$ cat src/rtl/vlg_sonar_ctrl.sv
// Ultrasonic ranging sequencer: trigger, echo timing in us, distance capture, periodic repeat.
// Optional 4-sample distance averaging is enabled by defining VLG_SONAR_AVG4_EN.
module vlg_sonar_ctrl #(
  parameter int CLK_FREQ_MHZ = 25,
  parameter int TRIG_US      = 10,
  parameter int PERIOD_US    = 60000,
  parameter int TIMEOUT_US   = 38000,
  parameter int CALC_LAT     = 1
) (
  input  logic        i_clk,
  input  logic        i_rst_n,
  input  logic        i_en,
  input  logic        i_echo,
  input  logic [13:0] i_s_mm,
  output logic        o_trig,
  output logic [15:0] o_t_us,
  output logic [13:0] o_dist_mm,
  output logic        o_dist_vld,
  output logic        o_timeout,
  output logic        o_busy
);

  // state  | meaning
  // IDLE   | disabled, waiting for i_en
  // TRIG   | driving the trigger pulse, period counter restarted
  // WAIT_H | waiting for the echo rising edge
  // MEAS   | timing the echo high phase
  // CALC   | waiting for the calculator pipeline
  // GAP    | waiting out the rest of the measurement period
  typedef enum logic [2:0] {IDLE, TRIG, WAIT_H, MEAS, CALC, GAP} state_t;

  localparam int            PW      = (CLK_FREQ_MHZ > 1) ? $clog2(CLK_FREQ_MHZ) : 1;
  localparam logic [PW-1:0] PRE_TC  = PW'(CLK_FREQ_MHZ - 1);
  localparam logic [15:0]   TRIG_TC = 16'(TRIG_US - 1);
  localparam logic [15:0]   TO_TC   = 16'(TIMEOUT_US - 1);
  localparam logic [15:0]   CALC_TC = 16'(CALC_LAT);
  localparam logic [19:0]   PER_END = 20'(PERIOD_US);
  localparam logic [19:0]   PER_TC  = 20'(PERIOD_US - 1);

  state_t        state, state_nxt;
  logic [PW-1:0] pre_cnt;
  logic [15:0]   us_cnt;
  logic [19:0]   per_cnt;
  logic          echo_s1, echo_s2, echo_prev;
  logic          tick, entry, rise, fall, per_done;
  logic          to_set, load_t, cap;

  assign tick     = (pre_cnt == PRE_TC);
  assign entry    = (state_nxt != state);
  assign rise     = echo_s2 & ~echo_prev;
  assign fall     = ~echo_s2 & echo_prev;
  assign per_done = (per_cnt == PER_END) || (tick && (per_cnt == PER_TC));

  always_ff @(posedge i_clk or negedge i_rst_n) begin
    if (!i_rst_n) begin
      state     <= IDLE;
      echo_s1   <= 1'b0;
      echo_s2   <= 1'b0;
      echo_prev <= 1'b0;
    end else begin
      state     <= state_nxt;
      echo_s1   <= i_echo;
      echo_s2   <= echo_s1;
      echo_prev <= echo_s2;
    end
  end

  always_comb begin
    state_nxt = state;
    to_set    = 1'b0;
    load_t    = 1'b0;
    cap       = 1'b0;
    case (state)
      IDLE:   if (i_en) state_nxt = TRIG;
      TRIG:   if (tick && (us_cnt == TRIG_TC)) state_nxt = WAIT_H;
      WAIT_H: begin
        if (rise) begin
          state_nxt = MEAS;
        end else if (tick && (us_cnt == TO_TC)) begin
          to_set    = 1'b1;
          state_nxt = GAP;
        end
      end
      // a falling edge takes priority over the timeout in the same clock
      MEAS: begin
        if (fall) begin
          load_t    = 1'b1;
          state_nxt = CALC;
        end else if (tick && (us_cnt == TO_TC)) begin
          to_set    = 1'b1;
          state_nxt = GAP;
        end
      end
      CALC: begin
        if (us_cnt == CALC_TC) begin
          cap       = 1'b1;
          state_nxt = GAP;
        end
      end
      GAP:     if (per_done) state_nxt = i_en ? TRIG : IDLE;
      default: state_nxt = IDLE;
    endcase
  end

  // us counter: trigger width, echo wait, echo width, and clocks in CALC
  always_ff @(posedge i_clk or negedge i_rst_n) begin
    if (!i_rst_n) begin
      pre_cnt <= '0;
      us_cnt  <= '0;
      per_cnt <= '0;
    end else begin
      pre_cnt <= (entry || tick) ? '0 : pre_cnt + 1'b1;
      if (entry) begin
        us_cnt <= '0;
      end else begin
        case (state)
          TRIG, WAIT_H, MEAS: if (tick) us_cnt <= us_cnt + 16'd1;
          CALC:               us_cnt <= us_cnt + 16'd1;
          default:            us_cnt <= us_cnt;
        endcase
      end
      if (state_nxt == TRIG && state != TRIG) per_cnt <= '0;
      else if (tick && (per_cnt != PER_END))  per_cnt <= per_cnt + 20'd1;
    end
  end

  always_ff @(posedge i_clk or negedge i_rst_n) begin
    if (!i_rst_n) begin
      o_trig    <= 1'b0;
      o_busy    <= 1'b0;
      o_timeout <= 1'b0;
      o_t_us    <= '0;
    end else begin
      o_trig    <= (state_nxt == TRIG);
      o_busy    <= (state_nxt != IDLE);
      o_timeout <= to_set;
      if (load_t) o_t_us <= us_cnt + 16'(tick);
    end
  end

`ifdef VLG_SONAR_AVG4_EN
  logic [3:0][13:0] smp;
  logic [2:0]       n_smp;
  logic             avg_pend;
  logic [15:0]      sum4;

  assign sum4 = 16'(smp[0]) + 16'(smp[1]) + 16'(smp[2]) + 16'(smp[3]);

  // average is registered one clock after capture, so the valid pulse trails CALC by one clock
  always_ff @(posedge i_clk or negedge i_rst_n) begin
    if (!i_rst_n) begin
      smp        <= '0;
      n_smp      <= '0;
      avg_pend   <= 1'b0;
      o_dist_mm  <= '0;
      o_dist_vld <= 1'b0;
    end else begin
      avg_pend   <= cap;
      o_dist_vld <= avg_pend;
      if (cap) begin
        smp <= {smp[2:0], i_s_mm};
        if (n_smp != 3'd4) n_smp <= n_smp + 3'd1;
      end
      if (avg_pend) o_dist_mm <= (n_smp == 3'd4) ? sum4[15:2] : smp[0];
    end
  end
`else
  always_ff @(posedge i_clk or negedge i_rst_n) begin
    if (!i_rst_n) begin
      o_dist_mm  <= '0;
      o_dist_vld <= 1'b0;
    end else begin
      o_dist_vld <= cap;
      if (cap) o_dist_mm <= i_s_mm;
    end
  end
`endif

endmodule

$ cat config.mk
export PLATFORM = sky130hd
export DESIGN_NAME = vlg_sonar_ctrl
export DESIGN_NICKNAME = d
export VERILOG_FILES = /design/src/rtl/vlg_sonar_ctrl.sv
export SDC_FILE = /design/constraint.sdc
export NUM_CORES = 1
export LEC_CHECK = 0
export CORE_MARGIN = 2
export CORE_UTILIZATION = 42
export DETAILED_ROUTE_END_ITERATION = 7
export GPL_TIMING_DRIVEN = 0
export HOLD_SLACK_MARGIN = 0.05
export REMOVE_ABC_BUFFERS = 1
export SLEW_MARGIN = 0
export SYNTH_ARGS = -nofsm -noshare
export SYNTH_HDL_FRONTEND = slang
export SYNTH_SLANG_ARGS = --single-unit
$ cat constraint.sdc
create_clock -name i_clk -period 3.8 [get_ports i_clk]
set_input_delay 0.76 -clock i_clk [delete_from_list [all_inputs] [get_ports i_clk]]
set_output_delay 0.76 -clock i_clk [all_outputs]
set_load 0.01 [all_outputs]
## Yosys cells after proc, flatten, opt, wreduce, memory -nomap -nowiden

Cells that the tools add are included.

| operators by class | value |
|---|---|
| $lt $le $gt $ge | 0 |
| reductions and logical operators | 13 |
| shifts and indexed selects | 0 |
| $mul | 0 |
| multiplexer cells | 23 |
| div/mod/pow operators | 0 |
| equality and inequality tests | 16 |
| bitwise gates (word level) | 4 |
| add/subtract/negate cells | 4 |

Operators with widths:

| operator | number |
|---|---|
| 20-bit by 16-bit equality test with 1-bit output, second input constant | 2 |
| 20-bit two-way mux | 2 |
| 16-bit two-way mux | 2 |
| 16-bit case mux with 2 select lines | 1 |
| 3-bit two-way mux | 7 |
| 20-bit by 1-bit adder with 20-bit output, second input constant | 1 |
| 20-bit by 16-bit != test with 1-bit output, second input constant | 1 |
| 3-bit case mux with 6 select lines | 1 |
| 16-bit by 1-bit adder with 16-bit output | 1 |
| 16-bit by 1-bit adder with 16-bit output, second input constant | 1 |
| 16-bit by 1-bit equality test with 1-bit output, second input constant | 1 |
| 16-bit equality test, second input constant | 1 |
| 16-bit by 4-bit equality test with 1-bit output, second input constant | 1 |
| 1-bit two-way mux | 8 |
| 3-bit by 1-bit equality test with 1-bit output, second input constant | 2 |
| 3-bit by 2-bit equality test with 1-bit output, second input constant | 2 |
| 3-bit equality test, second input constant | 2 |
| 3-bit nonzero test | 2 |
| 5-bit by 1-bit adder with 5-bit output, second input constant | 1 |
| 5-bit equality test, second input constant | 1 |
| 1-bit logical AND | 5 |
| 5-bit two-way mux | 1 |
| 3-bit logical NOT | 1 |
| 3-bit by 1-bit != test with 1-bit output, second input constant | 1 |
| other kinds (9) | 12 |

| storage, ports and cells | value |
|---|---|
| ROM bits | 0 |
| logic and storage cells | 73 |
| memories | 0 |
| RAM bits | 0 |
| input bits | 18 |
| output and inout port bits | 34 |
| register bits | 81 |
| bits in latches | 0 |

## Logic depth before layout (Yosys ltp)

| logic depth | value |
|---|---|
| depth after elaboration | 8 |
| mapped depth | 12 |
| gate-level depth less buffers | 11 |

## Worst setup path after synthesis

Ideal clock, no wire load.

| timing path | value |
|---|---|
| path type | reg-to-reg |
| start | reg per_cnt[10] |
| end | reg pre_cnt[1] |
| data arrival time | 2.568 ns |
| clock period less this slack | 2.693 ns |
| buffers on the path | 1 |
| library setup time | 0.125 ns |
| required time | 3.675 ns |
| stages on the path, launching flop included | 8 |
| path slack | 1.107 ns |
| path through | dfrtp_1 or4b_1 or4_1 a22o_1 nor4_4 mux2i_1 buf_2 nor3_1 |

| on the way | value |
|---|---|
| cells in the longest elaborated chain, start to end | 8 |
| elaborated cells between the ends (all ways) | 9 |
| those cells by class | 3 x eq/ne; 3 x mux; 3 x reduce/logical |

RTL lines:

| item | line | RTL |
|---|---|---|
| start: declaration | 43 | `logic [19:0] per_cnt;` |
| start signal: assignment | 123 | `else if (tick && (per_cnt != PER_END)) per_cnt <= per_cnt + 20'd1;` |
| 20-bit by 16-bit equality test with 1-bit output | 52 | `assign per_done = (per_cnt == PER_END) \|\| (tick && (per_cnt == PER_TC));` |
| 1-bit logical AND | 52 |  |
| 1-bit logical OR (*) | 52 |  |
| 3-bit two-way mux (*) | 100 | `GAP: if (per_done) state_nxt = i_en ? TRIG : IDLE;` |
| 3-bit case mux with 6 select lines (*) | 73 | `case (state)` |
| 3-bit != test (*) | 49 | `assign entry = (state_nxt != state);` |
| 1-bit logical OR (*) | 112 | `pre_cnt <= (entry \|\| tick) ? '0 : pre_cnt + 1'b1;` |
| 5-bit two-way mux (*) | 112 |  |
| end signal: assignment | 112 |  |
| end: declaration | 41 | `logic [PW-1:0] pre_cnt;` |

Mark *: on every way between the ends. The rest lies on a longest branch, timed or not.
A chain may end at the register's enable or synchronous reset.

## Worst setup path in the final report

| timing path | value |
|---|---|
| start | reg pre_cnt[0] |
| end | reg per_cnt[1] |

| on the way | value |
|---|---|
| cells in the longest elaborated chain, start to end | 8 |
| elaborated cells between the ends (all ways) | 16 |
| those cells by class | 2 x eq/ne; 7 x mux; 7 x reduce/logical |

RTL lines:

| item | line | RTL |
|---|---|---|
| 5-bit equality test (*) | 48 | `assign tick = (pre_cnt == PRE_TC);` |
| 1-bit logical AND (on tied branches) | 79, 89, 52 |  |
| 3-bit two-way mux or 1-bit logical OR (tied branches) | 79, 89, 52 |  |
| 3-bit two-way mux (on tied branches) | 86, 100, 77 |  |
| 3-bit case mux with 6 select lines | 73 |  |
| 3-bit by 1-bit equality test with 1-bit output | 122 | `if (state_nxt == TRIG && state != TRIG) per_cnt <= '0;` |
| 1-bit logical AND | 122 |  |
| 20-bit two-way mux or 2-bit nonzero test (tied branches) | n/a |  |

Marks and branches as above.

==> parameters.txt <==
Parameter                              Value

Routing
  Antenna Violating Nets Remaining ... 0
  Vias per cell ... 5.27
  Wire length after detailed routing ... between 8000 and 9000 µm
  Total via count in the routed design ... between 3000 and 4000
  DRC violation total after the first TritonRoute iteration ... roughly 150
  Detailed-router iteration count before antenna repair ... 4
  DRC errors left ... 0
  Detailed-route wire length per cell ... about 15 µm

Layout
  Antenna Diode Count ... 0
  Most common library cell in the layout ignoring fill and taps ... sky130_fd_sc_hd__dfrtp_1
  Utilization of the core after routing ... 0.522
  Filler cells ... approximately 900
  Synth-to-layout area growth ... 22.0%
  Number of standard cells in the final layout excluding fillers ... a little under 600
  Ratio of cells with drive above 1 in the final layout ... 0.104
  Commonest cells after routing, fill and taps aside ... 81 x sky130_fd_sc_hd__dfrtp_1, 50 x sky130_fd_sc_hd__clkdlybuf4s50_1, 37 x sky130_fd_sc_hd__a21oi_1, 29 x sky130_fd_sc_hd__nor2_1, 26 x sky130_fd_sc_hd__nor3_1
  Number of nets in the layout ... between 400 and 500

CTS
  Clock buffer depth ... 2
  Clock transition at the registers of the reported paths ... roughly 90 ps
  Master cell of the clock root buffer ... sky130_fd_sc_hd__clkbuf_8
  Number of clock buffers inserted by TritonCTS ... 9
  Hold bufs inserted after CTS ... 0
  Clk sinks ... 81
  Post-CTS repair timing setup buffer count ... 0
  Clock latency of the later-clocked register in the worst-skew pair ... approximately 350 ps
  TritonCTS clock tree ... built
  CTS resizes ... 0
  H-tree level count ... 3

STA
  Highest clock frequency the design can meet ... 291 MHz
  Clock period minus final worst setup slack ... roughly 3400 ps
  Final worst clock skew ... between 10 and 15 ps
  Max-Slew Margin vs Limit ... 0.347
  Hold violation count in the final report ... 0
  RSZ-0062 raised after global routing ... false
  Setup TNS Final ... 0 ps
  Final-report max-slew violation count ... 0
  Worst-Margin Slew ... slightly below 1000 ps
  Worst hold slack across all endpoints ... around 330 ps
  Final setup vio count ... 0
  Fraction of the cycle the final worst path needs ... 0.904
  PnR worst setup slack ... approximately 370 ps

Floorplanning
  Number of core rows ... 36
  Core area ... roughly 0.0096 mm²
  Die X ... 103 µm
  Starting utilization of the core area ... 0.428
  Number of placed I/O pins ... 52
  Vert. Die Dim ... 103 µm
  Die footprint ... around 0.011 mm²

Synth
  Seq/Total Area, Yosys ... 0.491
  Cell accounting for the most synthesized area ... sky130_fd_sc_hd__dfrtp_1
  Largest cells by area after synthesis ... sky130_fd_sc_hd__dfrtp_1 49%, sky130_fd_sc_hd__xnor2_1 5.3%, sky130_fd_sc_hd__xor2_1 5.3%
  Proportion of netlist area held by the largest area contributor ... 0.491
  Async set-or-reset flop fraction in the synthesized netlist ... 1.00
  Number of instances in the synthesized netlist ... between 400 and 500
  Prevailing post-synth register cell ... sky130_fd_sc_hd__dfrtp_1
  Count of unique library cells instantiated by Yosys ... 47
  Post-Synth Simple-Gate Area ... 0.216
  Complex-gate fraction of the synthesized area ... 0.0819
  Area of the mapped netlist ... approximately 0.0041 mm²
  Yosys warning count ... 0
  Avg Synthesized Cell Area ... approximately 10 µm²
  Post-synthesis share of cell area spent on xor and xnor gates ... 0.106
  Adder-cell share of the synthesized area ... 0.0243
  Count of state elements after synthesis ... between 80 and 90
  Multiplexer share of the synthesized area ... 0.0485
  Post-synth EDFFs ... 0
  Main combinational cell family by area after synthesis ... simple AND/OR/NAND/NOR gates

Place
  Setup slack after placement ... roughly 380 ps
  Total of buffers placed on input and output ports ... between 50 and 60
  HPWL reported at the end of detailed placement ... about 6200 µm
  Final weighted congestion in routability-driven placement ... 0.865
  Number of placed instances with taps included ... between 500 and 600

Flow run
  Max-Cap Viols ... 0

Critical path
  Data arrival time of the critical path ... ~3600 ps
  Startpoint Class ... register
  CP Launch Point ... pre_cnt[0]
  Largest fanout on the critical path ... 12
  Worst setup endpoint ... per_cnt[1]
  Critical path class ... register to register
  Crit path capture type ... register
  Required time of the critical path ... 3990 ps
  Capturing point of the worst reg2reg path ... per_cnt[1]
  Worst reg2reg path startpoint ... pre_cnt[0]
  Number of cells traversed by the worst register-to-register path ... 10
  Setup slack, reg-to-reg ... 370 ps

GRT
  Maximum number of pins on one net before global-route repair ... 55
  All-Layer GR Usage ... 0.175
  Overall overflow remaining after global route ... 0
  Global-route wire length before repair ... approximately 14000 µm
  Number of antenna violations at the first check in global routing ... 0
  Via count of the first global-routing pass ... 2979

Outcome
  Run status ... complete, no violations

Hold path
  Min-Delay Path Class ... input port to async pin

Pwr
  Peak VDD IR ... 182 µV
  Power per standard cell area ... ~320 mW/mm²
  Static Leak ... 2.09 nW
## cells in the mapped netlist (3+ instances only)
master	count
sky130_fd_sc_hd__dfrtp_1	81
sky130_fd_sc_hd__a21oi_1	37
sky130_fd_sc_hd__nor2_1	30
sky130_fd_sc_hd__nor3_1	27
sky130_fd_sc_hd__xnor2_1	25
sky130_fd_sc_hd__xor2_1	25
sky130_fd_sc_hd__nand2_1	24
sky130_fd_sc_hd__nand3_1	17
sky130_fd_sc_hd__clkbuf_1	16
sky130_fd_sc_hd__mux2_2	16
sky130_fd_sc_hd__nand4_1	15
sky130_fd_sc_hd__inv_1	11
sky130_fd_sc_hd__ha_1	8
sky130_fd_sc_hd__and3_1	6
sky130_fd_sc_hd__nor4_1	6
sky130_fd_sc_hd__o21ai_0	6
sky130_fd_sc_hd__buf_2	5
sky130_fd_sc_hd__nand2b_1	5
sky130_fd_sc_hd__and4_1	4
sky130_fd_sc_hd__nor2b_1	4
sky130_fd_sc_hd__and2_1	3
sky130_fd_sc_hd__nand3b_1	3
sky130_fd_sc_hd__nor4_2	3
sky130_fd_sc_hd__or3_1	3
sky130_fd_sc_hd__or4_1	3
## how the worst min path moves through the flow
stage,from,endpoint,cells past startpoint,slack (ps)
4_1_cts,i_rst_n,o_t_us[9],1,330
3_3_place_gp,echo_s1,echo_s2,0,340
2_1_floorplan,echo_s1,echo_s2,0,330
3_5_place_dp,echo_s1,echo_s2,0,340
6_report,i_rst_n,o_t_us[9],1,330
5_1_grt,i_rst_n,o_t_us[9],1,340
## report_power, final
part | switching [mW] | leakage [nW] | total, mW | internal, mW
clock network | 0.315 | 0.104 | 0.698 | 0.383
registers | 0.00107 | 1.10 | 0.864 | 0.863
logic | 0.0222 | 0.892 | 0.0425 | 0.0202
## per-stage QoR
stage,area (µm²),power (mW)
finish,5030,1.60
global route,5030,1.67
CTS,5030,1.62
detailed placement,4810,0.925
global placement,4710,0.921
floorplan,4030,0.885
## critical path, stage by stage (launching register included)
cell	delay [ps]
sky130_fd_sc_hd__dfrtp_1	420
sky130_fd_sc_hd__inv_1	70
sky130_fd_sc_hd__ha_1	160
sky130_fd_sc_hd__nand4b_1	240
sky130_fd_sc_hd__inv_1	430
sky130_fd_sc_hd__nand3_1	270
sky130_fd_sc_hd__or3_1	420
sky130_fd_sc_hd__or2_2	310
sky130_fd_sc_hd__a211oi_2	630
sky130_fd_sc_hd__buf_6	240
sky130_fd_sc_hd__a21oi_1	80
## sequential cells by signal (all words and copies together), names as in the netlist
name,count
o_trig,1
o_t_us,16
state,3
o_timeout,1
echo_s1,1
echo_s2,1
per_cnt,20
us_cnt,16
pre_cnt,5
o_busy,1
echo_prev,1
o_dist_vld,1
o_dist_mm,14
## cell families (layout without fill, tap and decap cells)
group	count (synthesis)	after routing
AO/OA/AOI/OAI	59	59
XOR/XNOR	50	50
adder cells (fa/ha/maj)	8	8
buffers and inverters	33	82
flip-flops	81	81
multiplexers	18	18
AND/OR/NAND/NOR	162	162
## routing by layer
metal / vias to the layer above / global-route usage / routed length, µm
met5: - / 0 / 0
met4: 0 / 0.0587 / 155
met3: 12 / 0.0488 / 382
met2: 57 / 0.282 / 4140
met1: 1518 / 0.229 / 4090
li1: 1537 / - / -
## cell type report
| cell class | count | area (µm²) | area share |
|---|---|---|---|
| sequential | 81 | 2030 | 0.403 |
| multi-input combinational | 297 | 2000 | 0.397 |
| timing repair buffer | 56 | 584 | 0.116 |
| tap | 133 | 166 | 0.0331 |
| clock buffer | 10 | 138 | 0.0273 |
| clock inverter | 5 | 80.1 | 0.0159 |
| inverter | 11 | 41.3 | 0.00820 |
No activity file was read; power rests on OpenSTA's default activity.
